$ cat config.mk
export PLATFORM = sky130hd
export DESIGN_NAME = uart_tx_cfg
export DESIGN_NICKNAME = d
export VERILOG_FILES = /design/src/rtl/uart_pkg.sv /design/src/rtl/uart_baud_gen.sv /design/src/rtl/uart_tx_cfg.sv
export SDC_FILE = /design/constraint.sdc
export NUM_CORES = 1
export LEC_CHECK = 0
export BUFFER_PORTS_ARGS = -buffer_cell sky130_fd_sc_hd__clkbuf_2
export CAP_MARGIN = 5
export CORE_UTILIZATION = 35
export CTS_CLUSTER_DIAMETER = 100
export DETAILED_ROUTE_END_ITERATION = 12
export HOLD_SLACK_MARGIN = 0.02
export PLACE_DENSITY = 0.6
export SYNTH_ARGS = -nofsm -noshare
export SYNTH_HDL_FRONTEND = slang
export SYNTH_SLANG_ARGS = --single-unit
$ cat constraint.sdc
create_clock -name i_clk -period 3.7 [get_ports i_clk]
set_input_delay 0.555 -clock i_clk [delete_from_list [all_inputs] [get_ports i_clk]]
set_output_delay 0.555 -clock i_clk [all_outputs]
set_load 0.1 [all_outputs]
$ cat src/rtl/uart_pkg.sv
// Shared UART definitions: FSM state encoding, parity modes and the parity
// helper. Intended to be reused unchanged by the matching receiver.
package uart_pkg;

    typedef enum logic [2:0] {
        IDLE  = 3'd0,
        START = 3'd1,
        DATA  = 3'd2,
        PAR   = 3'd3,
        STOP  = 3'd4
    } uart_state_e;

    localparam int PAR_NONE = 0;
    localparam int PAR_ODD  = 1;
    localparam int PAR_EVEN = 2;

    // Parity over a zero-extended payload; the padding zeros do not change the XOR.
    function automatic logic parity_bit(input int mode, input logic [8:0] data);
        return (mode == PAR_ODD) ? ~(^data) : (^data);
    endfunction

endpackage

$ cat src/rtl/uart_baud_gen.sv
// Bit-period timer: emits a one-cycle tick every CLKS_PER_BIT cycles.
// Restart holds the count at zero so the next bit starts a full period.
module uart_baud_gen #(
    parameter int CLKS_PER_BIT = 104
) (
    input  logic i_clk,
    input  logic i_rst,
    input  logic i_restart,
    output logic o_tick
);
    localparam int CW = (CLKS_PER_BIT > 2) ? $clog2(CLKS_PER_BIT) : 1;
    localparam logic [CW-1:0] LAST = CW'(CLKS_PER_BIT - 1);

    logic [CW-1:0] cnt_q;
    logic [CW-1:0] cnt_d;

    assign o_tick = (cnt_q == LAST) && !i_restart;

    // Count up, wrapping at the end of each bit period or on restart.
    always_comb begin
        cnt_d = cnt_q + CW'(1);
        if (i_restart || (cnt_q == LAST)) begin
            cnt_d = '0;
        end
    end

    // Counter register.
    always_ff @(posedge i_clk or posedge i_rst) begin
        if (i_rst) begin
            cnt_q <= '0;
        end else begin
            cnt_q <= cnt_d;
        end
    end

endmodule

$ cat src/rtl/uart_tx_cfg.sv
// Configurable UART transmitter with a one-entry holding register, so the
// next byte can wait while the current frame is on the line.
module uart_tx_cfg
    import uart_pkg::*;
#(
    parameter int DATA_BITS    = 8,
    parameter int CLKS_PER_BIT = 104,
    parameter int PARITY       = 0,
    parameter int STOP_BITS    = 1
) (
    input  logic                 i_clk,
    input  logic                 i_rst,
    input  logic                 i_valid,
    input  logic [DATA_BITS-1:0] i_data,
    output logic                 o_ready,
    output logic                 o_tx,
    output logic                 o_busy
);
    if (DATA_BITS < 5 || DATA_BITS > 9) begin : g_bad_data_bits
        $error("uart_tx_cfg: DATA_BITS must be in 5..9");
    end
    if (CLKS_PER_BIT < 2) begin : g_bad_clks
        $error("uart_tx_cfg: CLKS_PER_BIT must be >= 2");
    end
    if (PARITY != PAR_NONE && PARITY != PAR_ODD && PARITY != PAR_EVEN) begin : g_bad_parity
        $error("uart_tx_cfg: PARITY must be 0, 1 or 2");
    end
    if (STOP_BITS != 1 && STOP_BITS != 2) begin : g_bad_stop
        $error("uart_tx_cfg: STOP_BITS must be 1 or 2");
    end

    localparam logic [3:0] LAST_DATA = 4'(DATA_BITS - 1);
    localparam logic [3:0] LAST_STOP = 4'(STOP_BITS - 1);

    uart_state_e          state_q, state_d;
    logic                 hold_full_q, hold_full_d;
    logic [DATA_BITS-1:0] hold_data_q, hold_data_d;
    logic [DATA_BITS-1:0] shift_q, shift_d;
    logic                 par_q, par_d;
    logic [3:0]           bit_cnt_q, bit_cnt_d;
    logic                 tx_q, tx_d;
    logic                 load_frame;
    logic                 frame_par;
    logic [8:0]           par_src;
    logic                 baud_tick;

    // The bit timer sits at zero while idle so a new frame gets a full start bit.
    uart_baud_gen #(
        .CLKS_PER_BIT(CLKS_PER_BIT)
    ) u_baud (
        .i_clk    (i_clk),
        .i_rst    (i_rst),
        .i_restart(state_q == IDLE),
        .o_tick   (baud_tick)
    );

    assign o_ready = !hold_full_q;
    assign o_busy  = (state_q != IDLE) || hold_full_q;
    assign o_tx    = tx_q;

    // Parity of the held byte, latched when that byte becomes the live frame.
    always_comb begin
        par_src                  = '0;
        par_src[DATA_BITS-1:0]   = hold_data_q;
        frame_par                = parity_bit(PARITY, par_src);
    end

    // Frame sequencing, holding-register accept/release and next line bit.
    always_comb begin
        state_d     = state_q;
        hold_full_d = hold_full_q;
        hold_data_d = hold_data_q;
        shift_d     = shift_q;
        par_d       = par_q;
        bit_cnt_d   = bit_cnt_q;
        tx_d        = tx_q;
        load_frame  = 1'b0;

        case (state_q)
            IDLE: begin
                tx_d = 1'b1;
                if (hold_full_q) begin
                    load_frame = 1'b1;
                end
            end
            START: begin
                if (baud_tick) begin
                    state_d   = DATA;
                    tx_d      = shift_q[0];
                    shift_d   = shift_q >> 1;
                    bit_cnt_d = '0;
                end
            end
            DATA: begin
                if (baud_tick) begin
                    if (bit_cnt_q == LAST_DATA) begin
                        bit_cnt_d = '0;
                        if (PARITY != PAR_NONE) begin
                            state_d = PAR;
                            tx_d    = par_q;
                        end else begin
                            state_d = STOP;
                            tx_d    = 1'b1;
                        end
                    end else begin
                        bit_cnt_d = bit_cnt_q + 4'd1;
                        tx_d      = shift_q[0];
                        shift_d   = shift_q >> 1;
                    end
                end
            end
            PAR: begin
                if (baud_tick) begin
                    state_d   = STOP;
                    tx_d      = 1'b1;
                    bit_cnt_d = '0;
                end
            end
            STOP: begin
                if (baud_tick) begin
                    if (bit_cnt_q == LAST_STOP) begin
                        bit_cnt_d = '0;
                        if (hold_full_q) begin
                            load_frame = 1'b1;
                        end else begin
                            state_d = IDLE;
                            tx_d    = 1'b1;
                        end
                    end else begin
                        bit_cnt_d = bit_cnt_q + 4'd1;
                    end
                end
            end
            default: begin
                state_d = IDLE;
                tx_d    = 1'b1;
            end
        endcase

        // Move the held byte onto the line; start bit goes out on this edge.
        if (load_frame) begin
            state_d     = START;
            tx_d        = 1'b0;
            shift_d     = hold_data_q;
            par_d       = frame_par;
            bit_cnt_d   = '0;
            hold_full_d = 1'b0;
        end

        // Accept only into an empty holding register (never collides with a load).
        if (i_valid && !hold_full_q) begin
            hold_full_d = 1'b1;
            hold_data_d = i_data;
        end
    end

    // State registers; reset idles the line and drops any held byte.
    always_ff @(posedge i_clk or posedge i_rst) begin
        if (i_rst) begin
            state_q     <= IDLE;
            hold_full_q <= 1'b0;
            hold_data_q <= '0;
            shift_q     <= '0;
            par_q       <= 1'b0;
            bit_cnt_q   <= '0;
            tx_q        <= 1'b1;
        end else begin
            state_q     <= state_d;
            hold_full_q <= hold_full_d;
            hold_data_q <= hold_data_d;
            shift_q     <= shift_d;
            par_q       <= par_d;
            bit_cnt_q   <= bit_cnt_d;
            tx_q        <= tx_d;
        end
    end

endmodule

==> flow_results.xml <==
<?xml version="1.0" encoding="UTF-8"?>
<metrics>
  <group name="critical_path">
    <metric name="cp_max_fo" unit="">9</metric>
    <metric name="critPathKind" unit="">reg -&gt; out</metric>
    <metric name="rr_endpoint" unit="">shift_q[2]$_DFFE_PP0P_</metric>
    <metric name="critical_path.slowest_cell" unit="">sky130_fd_sc_hd__dfrtp_1</metric>
    <metric name="critPathMaxStageDelay" unit="ns">0.48</metric>
    <metric name="crit_arrival" unit="ns">1.79</metric>
    <metric name="worst_setup_path_endpoint" unit="">o_busy</metric>
    <metric name="ff2ff_path_depth" unit="">7</metric>
    <metric name="timing.rr.start" unit="">bit_cnt_q[0]$_DFFE_PP0P_</metric>
    <metric name="worst_path_cell_chain" unit="">or2_2, nor2_1, nand2_1, clkbuf_2</metric>
    <metric name="timing.critical_path.to_type" unit="">primary output</metric>
    <metric name="startpoint" unit="">state_q[1]$_DFFE_PP0P_</metric>
    <metric name="startpoint_type" unit="">flip-flop</metric>
    <metric name="reg2reg_setup_slack" unit="ns">1.54</metric>
    <metric name="worstPathRequired" unit="ns">3.14</metric>
  </group>
  <group name="timing">
    <metric name="timing.fmax" unit="GHz">0.426</metric>
    <metric name="endpoints_failing_setup" unit="">0</metric>
    <metric name="final.min_clock_period" unit="ns">2.35</metric>
    <metric name="unrepaired_setup_endpoints_after_global_routing" unit="">false</metric>
    <metric name="setup_total_negative_slack" unit="ns">0</metric>
    <metric name="worst-slew-pin-transition" unit="ns">0.786</metric>
    <metric name="fin_crit_sh" unit="%">63.4</metric>
    <metric name="fin_worst_skew" unit="ns">0.00316</metric>
    <metric name="max-slew-margin-rel" unit="%">47.5</metric>
    <metric name="report.final.slew_viol_count" unit="">0</metric>
    <metric name="final-hold-violation-count" unit="">0</metric>
  </group>
  <group name="layout">
    <metric name="insertedDiodeCount" unit="">0</metric>
    <metric name="final_layout_size_suffix_gt1_share" unit="%">31.9</metric>
    <metric name="area.growth.synth_to_final" unit="%">11.7</metric>
    <metric name="nets" unit="">179</metric>
    <metric name="finish.utilization" unit="%">42.0</metric>
  </group>
  <group name="routing">
    <metric name="detail_routed_via_count_per_cell" unit="">5.39</metric>
    <metric name="first_iter_violations" unit="">47</metric>
    <metric name="detailroute.via_count" unit="">1174</metric>
    <metric name="routed_wirelength" unit="µm">2890</metric>
    <metric name="drcViolationCount" unit="">0</metric>
    <metric name="route.antenna.remaining_nets" unit="">0</metric>
    <metric name="drt_first_pass_iters" unit="">4</metric>
    <metric name="wire_length_per_cell" unit="µm">13.2</metric>
  </group>
  <group name="clock_tree">
    <metric name="clock_latency" unit="ns">0.28</metric>
    <metric name="postCtsResizedCells" unit="">0</metric>
    <metric name="clockBufferDepth" unit="">2</metric>
    <metric name="post_cts_repair_timing_setup_buffer_count" unit="">0</metric>
    <metric name="cts_htree_levels" unit="">2</metric>
    <metric name="ctsRootBufferMaster" unit="">sky130_fd_sc_hd__clkbuf_8</metric>
    <metric name="postCtsHoldBufs" unit="">0</metric>
    <metric name="cts.sink_count" unit="">32</metric>
    <metric name="path_clk_slew" unit="ns">0.06</metric>
    <metric name="tritoncts_clock_tree" unit="">done</metric>
    <metric name="cts-buffers-inserted" unit="">5</metric>
  </group>
  <group name="yosys">
    <metric name="ys_ff_latch" unit="">32</metric>
    <metric name="syn-cell-area" unit="µm²">1690</metric>
    <metric name="synth_largest_type_area_fraction" unit="%">45.8</metric>
    <metric name="yosys.cell_types.count" unit="">42</metric>
    <metric name="synth_nets" unit="">165</metric>
    <metric name="syn_avg_cell_area" unit="µm²">11.2</metric>
    <metric name="seq_area_frac_synth" unit="%">47.3</metric>
    <metric name="synth_warnings" unit="">0</metric>
    <metric name="synth_top_cell_by_area" unit="">sky130_fd_sc_hd__dfrtp_1</metric>
    <metric name="proportion_of_synthesized_flip_flops_having_asynchronous_set_or_reset" unit="%">100</metric>
    <metric name="synthFlopType" unit="">sky130_fd_sc_hd__dfrtp_1</metric>
    <metric name="synth_edf_count" unit="">0</metric>
    <metric name="synth_area_leaders" unit="">sky130_fd_sc_hd__dfrtp_1 46%, sky130_fd_sc_hd__mux2_2 10%, sky130_fd_sc_hd__mux2_4 6.2%</metric>
    <metric name="netlist_instances" unit="">151</metric>
  </group>
  <group name="power_and_ir_drop">
    <metric name="power-per-cell-area" unit="nW/µm²">725</metric>
    <metric name="fin_total_pwr" unit="mW">1.37</metric>
    <metric name="total_leakage_power" unit="nW">0.859</metric>
    <metric name="vdd.ir_drop.worst" unit="µV">391</metric>
  </group>
  <group name="global_route">
    <metric name="grt_util_all_layers" unit="%">12.7</metric>
    <metric name="grt_remaining_overflow" unit="">0</metric>
    <metric name="grt_pass1_wl" unit="µm">5070</metric>
    <metric name="grt_max_degree" unit="">33</metric>
    <metric name="first_global_vias" unit="">1140</metric>
    <metric name="grt_antenna_before_repair" unit="">0</metric>
  </group>
  <group name="die">
    <metric name="placeable_core_area" unit="µm²">4500</metric>
    <metric name="chipHeight" unit="µm">71.6</metric>
    <metric name="overall_die_width" unit="µm">71.6</metric>
    <metric name="rows" unit="">24</metric>
    <metric name="floorplan.io_pins" unit="">14</metric>
    <metric name="die_area" unit="µm²">5120</metric>
    <metric name="floorplan.initialDensity" unit="%">37.6</metric>
  </group>
  <group name="placed_design">
    <metric name="gp_routability_congestion" unit="">0.801</metric>
    <metric name="port_buffers" unit="">13</metric>
    <metric name="post_dp_hpwl" unit="µm">2120</metric>
  </group>
  <group name="outcome">
    <metric name="run_status" unit="">finished, final reports clean</metric>
  </group>
  <group name="flow_run">
    <metric name="number_of_max_cap_violations" unit="">0</metric>
  </group>
  <group name="worst_hold_path">
    <metric name="hold_path_class" unit="">in -&gt; async</metric>
  </group>
</metrics>
power breakdown:
group          internal, mW  leakage [nW]  switching (mW)  total (mW)
Sequential            0.487         0.400          0.0984       0.585
Clock                 0.200        0.0552           0.127       0.327
Combinational         0.224         0.404           0.236       0.460
Total                 0.911         0.859           0.461        1.37
critical path: cells and delay by family (launching register included):
kind	cells	cell delay, ns
buffers and inverters	1	0.37
flip-flops	1	0.48
AND/OR/NAND/NOR	3	0.67
kinds of logic (layout without fill, tap and decap cells):
family	after synthesis	count (layout)	share of synthesized area, %
AND/OR/NAND/NOR	46	46	15.6
flip-flops	32	32	47.3
AO/OA/AOI/OAI	28	28	11.4
multiplexers	23	23	16.8
buffers and inverters	15	30	4.58
XOR/XNOR	4	4	2.07
adder cells (fa/ha/maj)	3	3	2.22
sequential cells by signal (all words and copies together) (netlist names):
name          cells
hold_data_q       8
shift_q           8
u_baud.cnt_q      7
bit_cnt_q         4
state_q           3
hold_full_q       1
o_tx              1
worst min-delay path by stage:
stage / from / endpoint / slack [ns] / cells after the start
floorplan: u_baud.cnt_q[0]$_DFF_PP0_ / u_baud.cnt_q[0]$_DFF_PP0_ / 0.43 / 1
global placement: u_baud.cnt_q[0]$_DFF_PP0_ / u_baud.cnt_q[0]$_DFF_PP0_ / 0.44 / 1
detailed placement: u_baud.cnt_q[0]$_DFF_PP0_ / u_baud.cnt_q[0]$_DFF_PP0_ / 0.47 / 1
CTS: i_rst / hold_data_q[5]$_DFFE_PP0P_ / 0.34 / 3
global route: i_rst / u_baud.cnt_q[2]$_DFF_PP0_ / 0.39 / 3
finish: i_rst / u_baud.cnt_q[1]$_DFF_PP0_ / 0.33 / 3
per-stage QoR:
step	cells	hold slack [ns]	setup slack [ns]	cell area (µm²)
after floorplan	151	0.433	1.30	1690
after global placement	210	0.443	1.59	1780
after detailed placement	210	0.470	1.56	1780
after CTS	218	0.339	1.33	1890
after global routing	218	0.394	1.23	1890
final	218	0.328	1.35	1890
layer usage:
layer / vias to the layer above / share of wire, % / GRT usage, %
met2: 21 / 49 / 20.8
met3: 7 / 3.0 / 3.52
met5: - / 0 / 0
met4: 0 / 1.8 / 5.66
met1: 581 / 46 / 15.6
li1: 565 / - / -
synthesized netlist by cell type (all sizes together), types with 2 or more instances:
cell	n
clkbuf	2
buf	5
a31oi	2
a21o	2
nand3	9
dfrtp	31
nand2	8
nand4	2
nor2	13
o41ai	2
a32o	2
nor3b	3
nor2b	4
ha	3
a21oi	3
o21ai	10
a22oi	2
mux2	22
inv	8
xnor2	3
nand2b	2
placed cells by master, fill, tap and decap left out, drive strengths merged, types with 2 or more instances in the layout:
| cell | count |
|---|---|
| inv | 8 |
| mux2 | 22 |
| nor2b | 4 |
| a32o | 2 |
| ha | 3 |
| a31oi | 2 |
| a21o | 2 |
| nand2 | 8 |
| nand2b | 2 |
| dfrtp | 31 |
| clkbuf | 19 |
| nand3 | 9 |
| nor2 | 13 |
| xnor2 | 3 |
| o21ai | 10 |
| nand4 | 2 |
| a21oi | 3 |
| o41ai | 2 |
| a22oi | 2 |
| nor3b | 3 |
area by class of cell:
| type | instances | area, µm² |
|---|---|---|
| clock inverters | 2 | 35.0 |
| fillers | 450 | 2610 |
| clock buffers | 6 | 72.6 |
| well taps | 52 | 65.1 |
| inverters | 8 | 30.0 |
| repair buffers | 14 | 72.6 |
| flip-flops and latches | 32 | 802 |
| multi-input cells | 104 | 815 |
Note: power is estimated with default switching activity, not from simulation.
